**src/rtl/demux_pkg.sv**
```systemverilog
// Shared types and defaults for the 1-to-2 stream demultiplexer.
// The buffer state encoding is fixed so any module can decode it directly.
package demux_pkg;

   typedef enum logic [1:0] {
      BUF_EMPTY = 2'd0,
      BUF_ONE   = 2'd1,
      BUF_FULL  = 2'd2
   } buf_state_e;

   localparam int DEF_WIDTH = 8;
   localparam int DEF_CNT_W = 8;

endpackage

```
**src/rtl/demux_2_stream_if.sv**
```systemverilog
// Stream bundle for demux_2_stream: one producer stream in, two consumer streams out.
// master = producer/consumer side, slave = the demultiplexer.
interface demux_2_stream_if #(
   parameter int WIDTH = demux_pkg::DEF_WIDTH,
   parameter int CNT_W = demux_pkg::DEF_CNT_W
) ();

   logic [WIDTH-1:0] in_data;
   logic             in_sel;
   logic             in_valid;
   logic             in_ready;

   logic [WIDTH-1:0] a_data;
   logic             a_valid;
   logic             a_ready;
   logic [CNT_W-1:0] a_cnt;

   logic [WIDTH-1:0] b_data;
   logic             b_valid;
   logic             b_ready;
   logic [CNT_W-1:0] b_cnt;

   modport master (
      output in_data, in_sel, in_valid, a_ready, b_ready,
      input  in_ready, a_data, a_valid, a_cnt, b_data, b_valid, b_cnt
   );

   modport slave (
      input  in_data, in_sel, in_valid, a_ready, b_ready,
      output in_ready, a_data, a_valid, a_cnt, b_data, b_valid, b_cnt
   );

endinterface

```
**src/rtl/skid_buf_2.sv**
```systemverilog
// Two-entry output buffer with a delivered-word counter.
// Head is always the oldest word; a push with a simultaneous pop in ONE replaces it.
module skid_buf_2
   import demux_pkg::*;
#(
   parameter int WIDTH = DEF_WIDTH,
   parameter int CNT_W = DEF_CNT_W
) (
   input  logic             clk,
   input  logic             rst_n,
   input  logic             push_valid,
   input  logic [WIDTH-1:0] push_data,
   output logic             full,
   output logic             out_valid,
   input  logic             out_ready,
   output logic [WIDTH-1:0] out_data,
   output logic [CNT_W-1:0] out_cnt
);

   buf_state_e       state_q, state_d;
   logic [WIDTH-1:0] head_q, head_d;
   logic [WIDTH-1:0] tail_q, tail_d;
   logic [CNT_W-1:0] cnt_q, cnt_d;
   logic             pop;

   assign out_valid = (state_q != BUF_EMPTY);
   assign full      = (state_q == BUF_FULL);
   assign out_data  = head_q;
   assign out_cnt   = cnt_q;
   assign pop       = out_valid && out_ready;

   always_comb begin
      // NOTE: every _d gets its hold value first, so no path can infer a latch.
      state_d = state_q;
      head_d  = head_q;
      tail_d  = tail_q;
      cnt_d   = cnt_q;
      if (pop) cnt_d = cnt_q + CNT_W'(1);

      case (state_q)
         BUF_EMPTY: begin
            if (push_valid) begin
               state_d = BUF_ONE;
               head_d  = push_data;
            end
         end
         BUF_ONE: begin
            if (push_valid && !pop) begin
               state_d = BUF_FULL;
               tail_d  = push_data;
            end else if (push_valid && pop) begin
               head_d  = push_data;
            end else if (pop) begin
               state_d = BUF_EMPTY;
            end
         end
         BUF_FULL: begin
            // Upstream sees full and never pushes here.
            if (pop) begin
               state_d = BUF_ONE;
               head_d  = tail_q;
            end
         end
         default: state_d = BUF_EMPTY;
      endcase
   end

   // NOTE: clocked state uses non-blocking assignments only; the payload
   // registers are reset as well because the output data must read 0 after reset.
   always_ff @(posedge clk) begin
      if (!rst_n) begin
         state_q <= BUF_EMPTY;
         head_q  <= '0;
         tail_q  <= '0;
         cnt_q   <= '0;
      end else begin
         state_q <= state_d;
         head_q  <= head_d;
         tail_q  <= tail_d;
         cnt_q   <= cnt_d;
      end
   end

endmodule

```
**src/rtl/demux_2_stream.sv**
```systemverilog
// Registered 1-to-2 stream demultiplexer: in_sel steers each word to buffer A or B.
// in_ready depends only on in_sel and the registered full flags, never on sink ready.
module demux_2_stream
   import demux_pkg::*;
#(
   parameter int WIDTH = DEF_WIDTH,
   parameter int CNT_W = DEF_CNT_W
) (
   input  logic              clk,
   input  logic              rst_n,
   demux_2_stream_if.slave   bus
);

   logic a_full;
   logic b_full;
   logic in_fire;

   assign bus.in_ready = bus.in_sel ? !b_full : !a_full;
   assign in_fire      = bus.in_valid && bus.in_ready;

   skid_buf_2 #(.WIDTH(WIDTH), .CNT_W(CNT_W)) u_buf_a (
      .clk        (clk),
      .rst_n      (rst_n),
      .push_valid (in_fire && !bus.in_sel),
      .push_data  (bus.in_data),
      .full       (a_full),
      .out_valid  (bus.a_valid),
      .out_ready  (bus.a_ready),
      .out_data   (bus.a_data),
      .out_cnt    (bus.a_cnt)
   );

   skid_buf_2 #(.WIDTH(WIDTH), .CNT_W(CNT_W)) u_buf_b (
      .clk        (clk),
      .rst_n      (rst_n),
      .push_valid (in_fire && bus.in_sel),
      .push_data  (bus.in_data),
      .full       (b_full),
      .out_valid  (bus.b_valid),
      .out_ready  (bus.b_ready),
      .out_data   (bus.b_data),
      .out_cnt    (bus.b_cnt)
   );

endmodule

```
**src/flat_wrapper.sv**
```systemverilog
// flat-port wrapper written by rule: the top's interface ports become plain ports
module demux_2_stream_flat import demux_pkg::*;
#(
   parameter int WIDTH = DEF_WIDTH,
   parameter int CNT_W = DEF_CNT_W
)
  (clk, rst_n, bus_in_data, bus_in_sel, bus_in_valid, bus_a_ready, bus_b_ready, bus_in_ready, bus_a_data, bus_a_valid, bus_a_cnt, bus_b_data, bus_b_valid, bus_b_cnt);
  demux_2_stream_if #(.WIDTH(WIDTH), .CNT_W(CNT_W)) bus_i ();
  input  logic clk;
  input  logic rst_n;
  input wire logic [$bits(bus_i.in_data)-1:0] bus_in_data;
  input wire logic [$bits(bus_i.in_sel)-1:0] bus_in_sel;
  input wire logic [$bits(bus_i.in_valid)-1:0] bus_in_valid;
  input wire logic [$bits(bus_i.a_ready)-1:0] bus_a_ready;
  input wire logic [$bits(bus_i.b_ready)-1:0] bus_b_ready;
  output wire logic [$bits(bus_i.in_ready)-1:0] bus_in_ready;
  output wire logic [$bits(bus_i.a_data)-1:0] bus_a_data;
  output wire logic [$bits(bus_i.a_valid)-1:0] bus_a_valid;
  output wire logic [$bits(bus_i.a_cnt)-1:0] bus_a_cnt;
  output wire logic [$bits(bus_i.b_data)-1:0] bus_b_data;
  output wire logic [$bits(bus_i.b_valid)-1:0] bus_b_valid;
  output wire logic [$bits(bus_i.b_cnt)-1:0] bus_b_cnt;
  assign bus_i.in_data = bus_in_data;
  assign bus_i.in_sel = bus_in_sel;
  assign bus_i.in_valid = bus_in_valid;
  assign bus_i.a_ready = bus_a_ready;
  assign bus_i.b_ready = bus_b_ready;
  assign bus_in_ready = bus_i.in_ready;
  assign bus_a_data = bus_i.a_data;
  assign bus_a_valid = bus_i.a_valid;
  assign bus_a_cnt = bus_i.a_cnt;
  assign bus_b_data = bus_i.b_data;
  assign bus_b_valid = bus_i.b_valid;
  assign bus_b_cnt = bus_i.b_cnt;
  demux_2_stream #(.WIDTH(WIDTH), .CNT_W(CNT_W)) u_core (.clk(clk), .rst_n(rst_n), .bus(bus_i));
endmodule
```
**config.mk**
```make
export PLATFORM = sky130hd
export DESIGN_NAME = demux_2_stream_flat
export DESIGN_NICKNAME = d
export VERILOG_FILES = /design/src/rtl/demux_pkg.sv /design/src/rtl/demux_2_stream_if.sv /design/src/rtl/skid_buf_2.sv /design/src/rtl/demux_2_stream.sv /design/src/flat_wrapper.sv
export SDC_FILE = /design/constraint.sdc
export NUM_CORES = 1
export LEC_CHECK = 0
export BUFFER_PORTS_ARGS = -buffer_cell sky130_fd_sc_hd__buf_4
export CORE_MARGIN = 3
export CORE_UTILIZATION = 52
export CTS_CLUSTER_SIZE = 8
export DETAILED_ROUTE_END_ITERATION = 6
export PLACE_DENSITY = 0.85
export SYNTH_ARGS = -nofsm -noshare
export SYNTH_HDL_FRONTEND = slang
export SYNTH_SLANG_ARGS = --single-unit
```
**constraint.sdc**
```tcl
create_clock -name clk -period 1.54 [get_ports clk]
set_input_delay 0.308 -clock clk [delete_from_list [all_inputs] [get_ports clk]]
set_output_delay 0.308 -clock clk [all_outputs]
set_load 0.02 [all_outputs]
```
; Word-level counts from Yosys, hierarchy flattened
; Cells that the tools add are included.
[totals]
regBits = 52
inputBits = 14
wordCells = 75
[op_classes]
addsub = 2
n_eq_ne = 16
n_mux = 23
n_reduce_logical = 26
[ops]
columns = op, count
row1 = 2-to-1 mux 8 bit, 8
row2 = case mux 8 bit (3 select lines), 2
row3 = 2-to-1 mux 2 bit, 10
row4 = adder 8 x 1 -> 8 bit (second input constant), 2
row5 = != test 2 bit (second input constant), 8
row6 = != test 3 bit (second input constant), 4
row7 = case mux 2 bit (3 select lines), 2
row8 = AND reduction 5 bit, 2
row9 = logical AND 1 bit, 9
row10 = AND reduction 4 bit, 2
row11 = nonzero test 3 bit, 2
row12 = zero test 1 bit, 5
row13 = == test 2 x 1 -> 1 bit (second input constant), 2
row14 = == test 2 bit (second input constant), 2
row15 = zero test 2 bit, 2
row16 = AND reduction 2 bit, 2
row17 = nonzero test 2 bit, 2
row18 = 2-to-1 mux 1 bit, 1

; Logic depth before layout (Yosys ltp)
; Gate-level depths: netlist of run 1.
[depth]
depth_word = 9
depth_mapped = 6

; Modules after synthesis
; A second synthesis of run 1 with hierarchy kept.
[unflattened]
hier_cells = 265
area_unflattened_um2 = 2376.0
[modules_own_cells]
columns = mod, instances, cells_each, area_each_um2, seq_area_each_um2
row1 = skid_buf_2, 2, 131, 1174.9, 520.5
row2 = demux_2_stream, 1, 3, 26.3, 0.0

; Least setup slack after synthesis of run 1
; No wires, ideal clock.
[synth_path]
kind = reg-to-output
startpoint = reg u_core.u_buf_b.state_q[1]
endpoint = out bus_in_ready
arrival_ns = 1.161
t_required_ns = 1.232
path_slack_ns = 0.071
path_stages_with_launch = 5
path_cell_list = dfxtp_1 -> buf_2 -> nor2b_1 -> buf_2 -> mux2i_1
[synth_via]
elab_chain_len = 3
[synth_rtl]
columns = element, line_no
row1 = "start, declared", skid_buf_2.sv:20  ; buf_state_e state_q, state_d;
row2 = "start signal, assigned", skid_buf_2.sv:77  ; state_q <= state_d;
row3 = == test 2 bit, skid_buf_2.sv:27  ; assign full = (state_q == BUF_FULL);
row4 = zero test 1 bit, demux_2_stream.sv:18  ; assign bus.in_ready = bus.in_sel ? !b_full : !a_full;
row5 = 2-to-1 mux 1 bit, demux_2_stream.sv:18
row6 = "end, declared", flat_wrapper.sv:16  ; output wire logic [$bits(bus_i.in_ready)-1:0] bus_in_ready;
; Every way passes these cells.

; Final worst setup path of run 1
[layout_path]
startpoint = reg u_core.u_buf_a.state_q[1]
endpoint = out bus_in_ready
[layout_via]
elab_chain_len = 3
[layout_rtl]
columns = element, line_no
row1 = "start, declared", skid_buf_2.sv:20
row2 = "start signal, assigned", skid_buf_2.sv:77
row3 = == test 2 bit, skid_buf_2.sv:27
row4 = zero test 1 bit, demux_2_stream.sv:18
row5 = 2-to-1 mux 1 bit, demux_2_stream.sv:18
; Every way passes these cells.

==> flow_metrics.env, run 1 <==
export IMPL_grt_max_degree=53
export IMPL_grt_use_total=0.189
export IMPL_rsz0062_at_grt="yes"
export IMPL_insertion_delay_ps=310
export IMPL_ys_seq_elements=52
export IMPL_minimum_setup_slack_after_placement_ps=162
export IMPL_synth_yosys_seq_area_share=0.434
export IMPL_final_period_utilization=0.974
export IMPL_finalSetupTns_ps=0
export IMPL_wl_per_cell_um=13.6
export IMPL_worstPathRequired_ps=1230
export IMPL_grt_pass1_vias=1757
export IMPL_final_skew_ps=5.19
export IMPL_core_area_sq_mm=0.00441
export IMPL_yosys_cell_count_top_type="sky130_fd_sc_hd__dfxtp_1"
export IMPL_total_power_w=0.00271
export IMPL_vias=1885
export IMPL_dominantRegCellSynth="sky130_fd_sc_hd__dfxtp_1"
export IMPL_port_buffers=48
export IMPL_clock_path_buffers=2
export IMPL_detail_route_first_pass_iterations=4
export IMPL_run_status="complete, no violations"
export IMPL_critical_path_arrival_ps=1190
export IMPL_synth_yosys_warnings=0
export IMPL_timing_final_hold_violations=0
export IMPL_post_cts_hold_buffer_count=0
export IMPL_floorplan_io_pins=49
export IMPL_cts_num_sinks=52
export IMPL_worstSetupPathType="reg2out"
export IMPL_peak_supply_drop_mv=0.757
export IMPL_class_of_the_most_critical_hold_timing_path="in2reg"
export IMPL_worst_slew_pin_transition_ps=417
export IMPL_timing_critical_path_from_type="flop"
export IMPL_fillerInstances=369
export IMPL_antenna_cells=0
export IMPL_fin_ws_ps=39.3
export IMPL_synth_enable_flop_cells=0
export IMPL_final_nets=319
export IMPL_achievable_frequency_mhz=666
export IMPL_dieHeight_um=73.9
export IMPL_synthTopCellsByArea="sky130_fd_sc_hd__dfxtp_1 (43%), sky130_fd_sc_hd__mux2i_1 (11%), sky130_fd_sc_hd__and2_1 (3.7%)"
export IMPL_final_util=0.675
export IMPL_crit_path_max_fanout=6
export IMPL_slew_violations=0
export IMPL_antenna_viol_nets_final=0
export IMPL_drt_first_iter_violations=91
export IMPL_finalWirelength_um=4840
export IMPL_initial_core_utilization=0.543
export IMPL_grt_remaining_overflow=0
export IMPL_area_growth_pct=24.4
export IMPL_synth_top_area_frac=0.434
export IMPL_power_leakage_nw=1.19
export IMPL_floorplan_die_width_um=73.9
export IMPL_hpwlAfterDp_um=3470
export IMPL_grt_pass1_wl_um=7980
export IMPL_maxcap_violations=0
export IMPL_synth_fp_nets=264
export IMPL_cts_buffers_inserted=5
export IMPL_yosys_top_cells_count="sky130_fd_sc_hd__dfxtp_1 (52), sky130_fd_sc_hd__mux2i_1 (27), sky130_fd_sc_hd__nand2_1 (20)"
export IMPL_timing_final_setup_violations=0
export IMPL_endpoint_class_of_the_critical_path="primary output"
export IMPL_synth_cell_type_count=40
export IMPL_antenna_found_initial=0
export IMPL_cts_tree="done"
export IMPL_postSynthAreaPerCell_sq_um=9.66
export IMPL_synth_async_reset_ratio=0
export IMPL_finalCriticalPeriod_ps=1500
export IMPL_postSynthCellCount=248
export IMPL_mappedNetlistArea_sq_mm=0.00240
export IMPL_gp_routability_congestion=0.810
export IMPL_post_route_drc_count=0
export IMPL_detail_route_vias_per_cell=5.29
export IMPL_cts_root_buf="sky130_fd_sc_hd__clkbuf_8"
export IMPL_drive_above_1_share=0.299
export IMPL_dieArea_sq_mm=0.00546
export IMPL_placementRows=24
export IMPL_ctsHtreeMaxLevel=2
export IMPL_clk_transition_reported_paths_ps=90
export IMPL_power_per_cell_area_mw_per_mm2=911
export IMPL_post_synth_top_area_cell="sky130_fd_sc_hd__dfxtp_1"
export IMPL_maxSlewHeadroom=0.722
==> what timing repair did <==
action,in CTS,in global routing
buffers inserted,3,0
gates resized for setup,7,3
pin swaps,0,0
endpoints found under the setup margin,1,2
==> area by class of cell <==
type	instances	area, sq um	share of cell area
clock inverter	2	35.0	0.0117
clock buffer	6	72.6	0.0243
inverter	2	7.51	0.00252
timing repair buffer	62	473	0.159
tap	52	65.1	0.0218
multi-input combinational	180	1280	0.429
sequential	52	1050	0.352
==> power breakdown <==
part	internal [W]	total, W	switching [W]
logic	0.000171	0.000367	0.000196
clock network	0.000483	0.000928	0.000445
registers	0.00139	0.00142	0.0000302
total	0.00204	0.00271	0.000672
==> critical path, cell delays in order (launching register included) <==
cell and delay, ps:
sky130_fd_sc_hd__dfxtp_2 360, sky130_fd_sc_hd__nor2b_2 170, sky130_fd_sc_hd__mux2i_1 180, sky130_fd_sc_hd__buf_4 180
==> path summary, 6_finish.rpt <==
check | start | cells after the start | end | slack, ps
worst max register to register | u_core.u_buf_b.state_q[0] | 6 | u_core.u_buf_b.out_cnt[5] | 160
worst max-delay path | u_core.u_buf_a.state_q[1] | 3 | bus_in_ready | 40
worst min register to register | u_core.u_buf_a.tail_q[2] | 2 | u_core.u_buf_a.tail_q[2] | 460
worst min-delay path | bus_a_ready | 2 | u_core.u_buf_a.state_q[1] | 220
==> per-stage QoR <==
| step | instances | hold WS [ps] | area, sq um |
|---|---|---|---|
| 2_1_floorplan | 248 | 384 | 2400 |
| 3_3_place_gp | 345 | 441 | 2830 |
| 3_5_place_dp | 345 | 445 | 2830 |
| 4_1_cts | 356 | 210 | 2970 |
| 5_1_grt | 356 | 229 | 2980 |
| 6_report | 356 | 221 | 2980 |
==> routing by layer <==
layer,vias up,global-route usage,wire [um]
met5,-,0,0
met4,0,0.0604,63
met3,5,0.0451,249
met2,41,0.333,2310
met1,867,0.223,2220
li1,972,-,-
==> registers in the layout, indices dropped and copies added, names as in the netlist <==
register	cells
u_core.u_buf_b.out_cnt	8
u_core.u_buf_a.tail_q	8
u_core.u_buf_a.out_cnt	8
u_core.u_buf_b.state_q	2
u_core.u_buf_a.out_data	8
u_core.u_buf_b.out_data	8
u_core.u_buf_b.tail_q	8
u_core.u_buf_a.state_q	2
==> logic make-up (layout without fill, tap and decap cells) <==
group                      Yosys count  count (layout)  share of synthesized area
muxes                               27              27                      0.113
xor gates and xnor gates            12              12                     0.0439
and+or+nand+nor                     82              82                      0.207
DFF                                 52              52                      0.434
adders and majority gates            2               2                     0.0104
buffers and inverters               16              72                     0.0355
AOI/OAI and AO/OA                   57              57                      0.156
==> layout by cell type, fill, tap and decap left out, drive strengths merged <==
| cell | count |
|---|---|
| inv | 2 |
| or3 | 2 |
| nor2 | 1 |
| nor2b | 12 |
| nand4b | 1 |
| mux2i | 27 |
| nor3 | 4 |
| clkinv | 1 |
| and2 | 14 |
| ha | 2 |
| buf | 62 |
| o31ai | 2 |
| xor2 | 4 |
| bufinv | 1 |
| nand2 | 21 |
| nand3 | 12 |
| nor4 | 2 |
| nand2b | 3 |
| a21oi | 18 |
| nand3b | 2 |
| nand4 | 2 |
| o21a | 3 |
| o22ai | 2 |
| a21boi | 12 |
| dfxtp | 52 |
| xnor2 | 8 |
| or2 | 2 |
| nor3b | 4 |
| o21ai | 20 |
| clkbuf | 6 |
(Power assumes the default switching activity.)
==> run 2: changes to the inputs <==
ABC_AREA = 1   (was unset)
==> run 2 against run 1 <==
Setup slack better by 12 ps. Count of clock-buffer cells in the layout up 1. Cell count up 28%. Synthesized cell count up 42%. Largest power group unchanged. Synthesized area down 1.4%. Cell area down 2.4%. Die area down 1.3%. Fmax up 0.83%. Critical path type unchanged. Sequential share of layout area up 0.88 points. Clock power down 12%. Global-route usage up 2.3 points. Clock skew down 1.6 ps.
==> flow_metrics.env, run 2 <==
export IMPL_run_status="complete, no violations"
export IMPL_grt_remaining_overflow=0
export IMPL_detail_route_vias_per_cell=5.05
export IMPL_drive_above_1_share=0.197
export IMPL_power_share_sequential=0.536
export IMPL_cts_tree="done"
export IMPL_clock_path_buffers=2
export IMPL_clk_transition_reported_paths_ps=90
export IMPL_antenna_found_initial=0
export IMPL_power_net_switching_w=0.000769
export IMPL_holdCritStartpoint="bus_in_data[5]"
export IMPL_clkPwrFrac=0.300
export IMPL_synth_cell_type_count=24
export IMPL_timing_critical_path_from_type="flop"
export IMPL_initial_core_utilization=0.562
export IMPL_p_int_w=0.00194
export IMPL_worstPathRequired_ps=1230
export IMPL_timing_final_hold_violations=0
export IMPL_area_growth_pct=23.1
export IMPL_core_area_sq_mm=0.00420
export IMPL_floorplan_io_pins=49
export IMPL_endpoint_class_of_the_critical_path="primary output"
export IMPL_slew_violations=0
export IMPL_power_leakage_nw=1.38
export IMPL_finalWirelength_um=5460
export IMPL_dieArea_sq_mm=0.00539
export IMPL_cts_buffers_inserted=5
export IMPL_post_synth_top_area_cell="sky130_fd_sc_hd__dfxtp_1"
export IMPL_mappedNetlistArea_sq_mm=0.00236
export IMPL_vias=2304
export IMPL_hold_slack_ps=264
export IMPL_dominantRegCellSynth="sky130_fd_sc_hd__dfxtp_1"
export IMPL_synth_enable_flop_cells=0
export IMPL_postSynthCellCount=353
export IMPL_hpwlAfterDp_um=3810
export IMPL_peak_supply_drop_mv=0.754
export IMPL_antenna_viol_nets_final=0
export IMPL_floorplan_die_width_um=73.4
export IMPL_grt_max_degree=39
export IMPL_postSynthAreaPerCell_sq_um=6.69
export IMPL_grt_pass1_vias=1923
export IMPL_synth_yosys_warnings=0
export IMPL_final_period_utilization=0.966
export IMPL_critical_path_cell_chain="inv_6, nand2_8, nand2_1, o21ai_2, buf_4"
export IMPL_maxSlewHeadroom=0.780
export IMPL_grt_use_total=0.211
export IMPL_placementRows=23
export IMPL_final_skew_ps=3.60
export IMPL_ctsHtreeMaxLevel=2
export IMPL_class_of_the_most_critical_hold_timing_path="in2reg"
export IMPL_regToRegStartpoint="u_core.u_buf_a.state_q[0]"
export IMPL_maxcap_violations=0
export IMPL_worst_slew_pin_transition_ps=329
export IMPL_worstSetupPathType="reg2out"
export IMPL_synth_async_reset_ratio=0
export IMPL_launching_instance_or_port_of_the_critical_path="u_core.u_buf_b.state_q[0]"
export IMPL_dieHeight_um=73.4
export IMPL_crit_path_max_fanout=12
export IMPL_finalCriticalPeriod_ps=1490
export IMPL_gp_routability_congestion=0.804
export IMPL_port_buffers=48
export IMPL_achievable_frequency_mhz=672
export IMPL_placed_cells_incl_taps=446
export IMPL_yosys_top_cells_count="sky130_fd_sc_hd__nand2_1 (90), sky130_fd_sc_hd__nor2_1 (90), sky130_fd_sc_hd__dfxtp_1 (52)"
export IMPL_power_per_cell_area_mw_per_mm2=932
export IMPL_synthTopCellsByArea="sky130_fd_sc_hd__dfxtp_1 (44%), sky130_fd_sc_hd__nand2_1 (14%), sky130_fd_sc_hd__nor2_1 (14%)"
export IMPL_synth_top_area_frac=0.441
export IMPL_insertion_delay_ps=310
export IMPL_synth_fp_nets=369
export IMPL_final_nets=421
export IMPL_share_comb_of_total_power=0.164
export IMPL_grt_pass1_wl_um=8870
export IMPL_detail_route_first_pass_iterations=4
export IMPL_worst_r2r_setup_slack_ps=140
export IMPL_antenna_cells=0
export IMPL_layout_cells_most_common_list="sky130_fd_sc_hd__nor2_1 (90), sky130_fd_sc_hd__nand2_1 (89), sky130_fd_sc_hd__buf_4 (52)"
export IMPL_synth_yosys_seq_area_share=0.441
export IMPL_wl_per_cell_um=12.0
export IMPL_final_cell_count_no_fill=456
export IMPL_cts_root_buf="sky130_fd_sc_hd__clkbuf_8"
export IMPL_drt_first_iter_violations=152
export IMPL_post_cts_hold_buffer_count=0
export IMPL_ys_seq_elements=52
export IMPL_layout_cells_most_common="sky130_fd_sc_hd__nor2_1"
export IMPL_critical_path_arrival_ps=1180
export IMPL_cts_num_sinks=52
export IMPL_post_route_drc_count=0
export IMPL_worst_path_max_delay_cell="sky130_fd_sc_hd__dfxtp_4"
export IMPL_power_share_switching=0.284
export IMPL_timing_final_setup_violations=0
export IMPL_total_power_w=0.00271
export IMPL_cp_slowest_stage_delay_ps=380
[run 2: cell count changes after synthesis, sizes merged, moves of 4 or more]
cell,delta
inv,+30
nor2b,-12
a21boi,-12
nor3b,-4
and2,-14
a21oi,-9
nand2,+72
nor2,+93
o21ai,+19
nand3,+5
buf,-5
mux2i,-27
xnor2,-8
[run 2: kinds of logic after synthesis]
| family | Yosys count | share of synthesized area |
|---|---|---|
| flip-flops | 52 | 0.441 |
| AO/OA/AOI/OAI | 51 | 0.111 |
| AND/OR/NAND/NOR | 207 | 0.363 |
| adder cells (fa/ha/maj) | 2 | 0.0106 |
| XOR/XNOR | 2 | 0.00742 |
| buffers and inverters | 39 | 0.0667 |
[run 2: path summary, 6_finish.rpt]
path,to,depth (start not counted)
max,bus_in_ready,5
min,u_core.u_buf_b.tail_q[5],3
max reg2reg,u_core.u_buf_a.out_data[0],8
min reg2reg,u_core.u_buf_b.out_data[2],2
[run 2: per-layer routing]
metal	GRT usage	share of wire
met5	0	0
met4	0.101	0.025
met3	0.0383	0.067
met2	0.320	0.46
met1	0.290	0.45
[run 2: repair_timing]
action                     in CTS  in global routing
setup endpoints to repair       1                 13
pin swaps                       1                  0
buffers inserted                2                  0
gates resized for setup         8                  6
[run 2: worst max-delay path, delay by kind of cell (launching register included)]
family,cells,cell delay (ps)
compound gates,1,60
buf+inv,2,270
flops,1,380
simple gates,2,160
[run 2: area by class of cell]
cell class	instances	area, sq um
clock buffer	7	86.3
tap	50	62.6
inverter	32	130
multi-input combinational	262	1180
fill	367	1290
sequential	52	1050
timing repair buffer	52	390
clock inverter	1	7.51
[run 2: power by group through the flow]
stage,combinational [W],sequential [W],clock (W)
after global routing,0.000496,0.00146,0.000873
final,0.000446,0.00145,0.000814
after floorplan,0.000216,0.00153,0
after global placement,0.000424,0.00147,0
after CTS,0.000438,0.00145,0.000834
after detailed placement,0.000432,0.00148,0
[run 2: stage by stage]
| stage | worst slack [ps] | TNS (ps) | util | cell area (sq um) |
|---|---|---|---|---|
| 2_1_floorplan | 155 | 0 | - | 2360 |
| 3_3_place_gp | 114 | 0 | 0.658 | 2760 |
| 3_5_place_dp | 95.0 | 0 | 0.658 | 2760 |
| 4_1_cts | 3.75 | 0 | 0.687 | 2890 |
| 5_1_grt | -10.7 | -10.7 | 0.692 | 2910 |
| 6_report | 51.6 | 0 | 0.692 | 2910 |
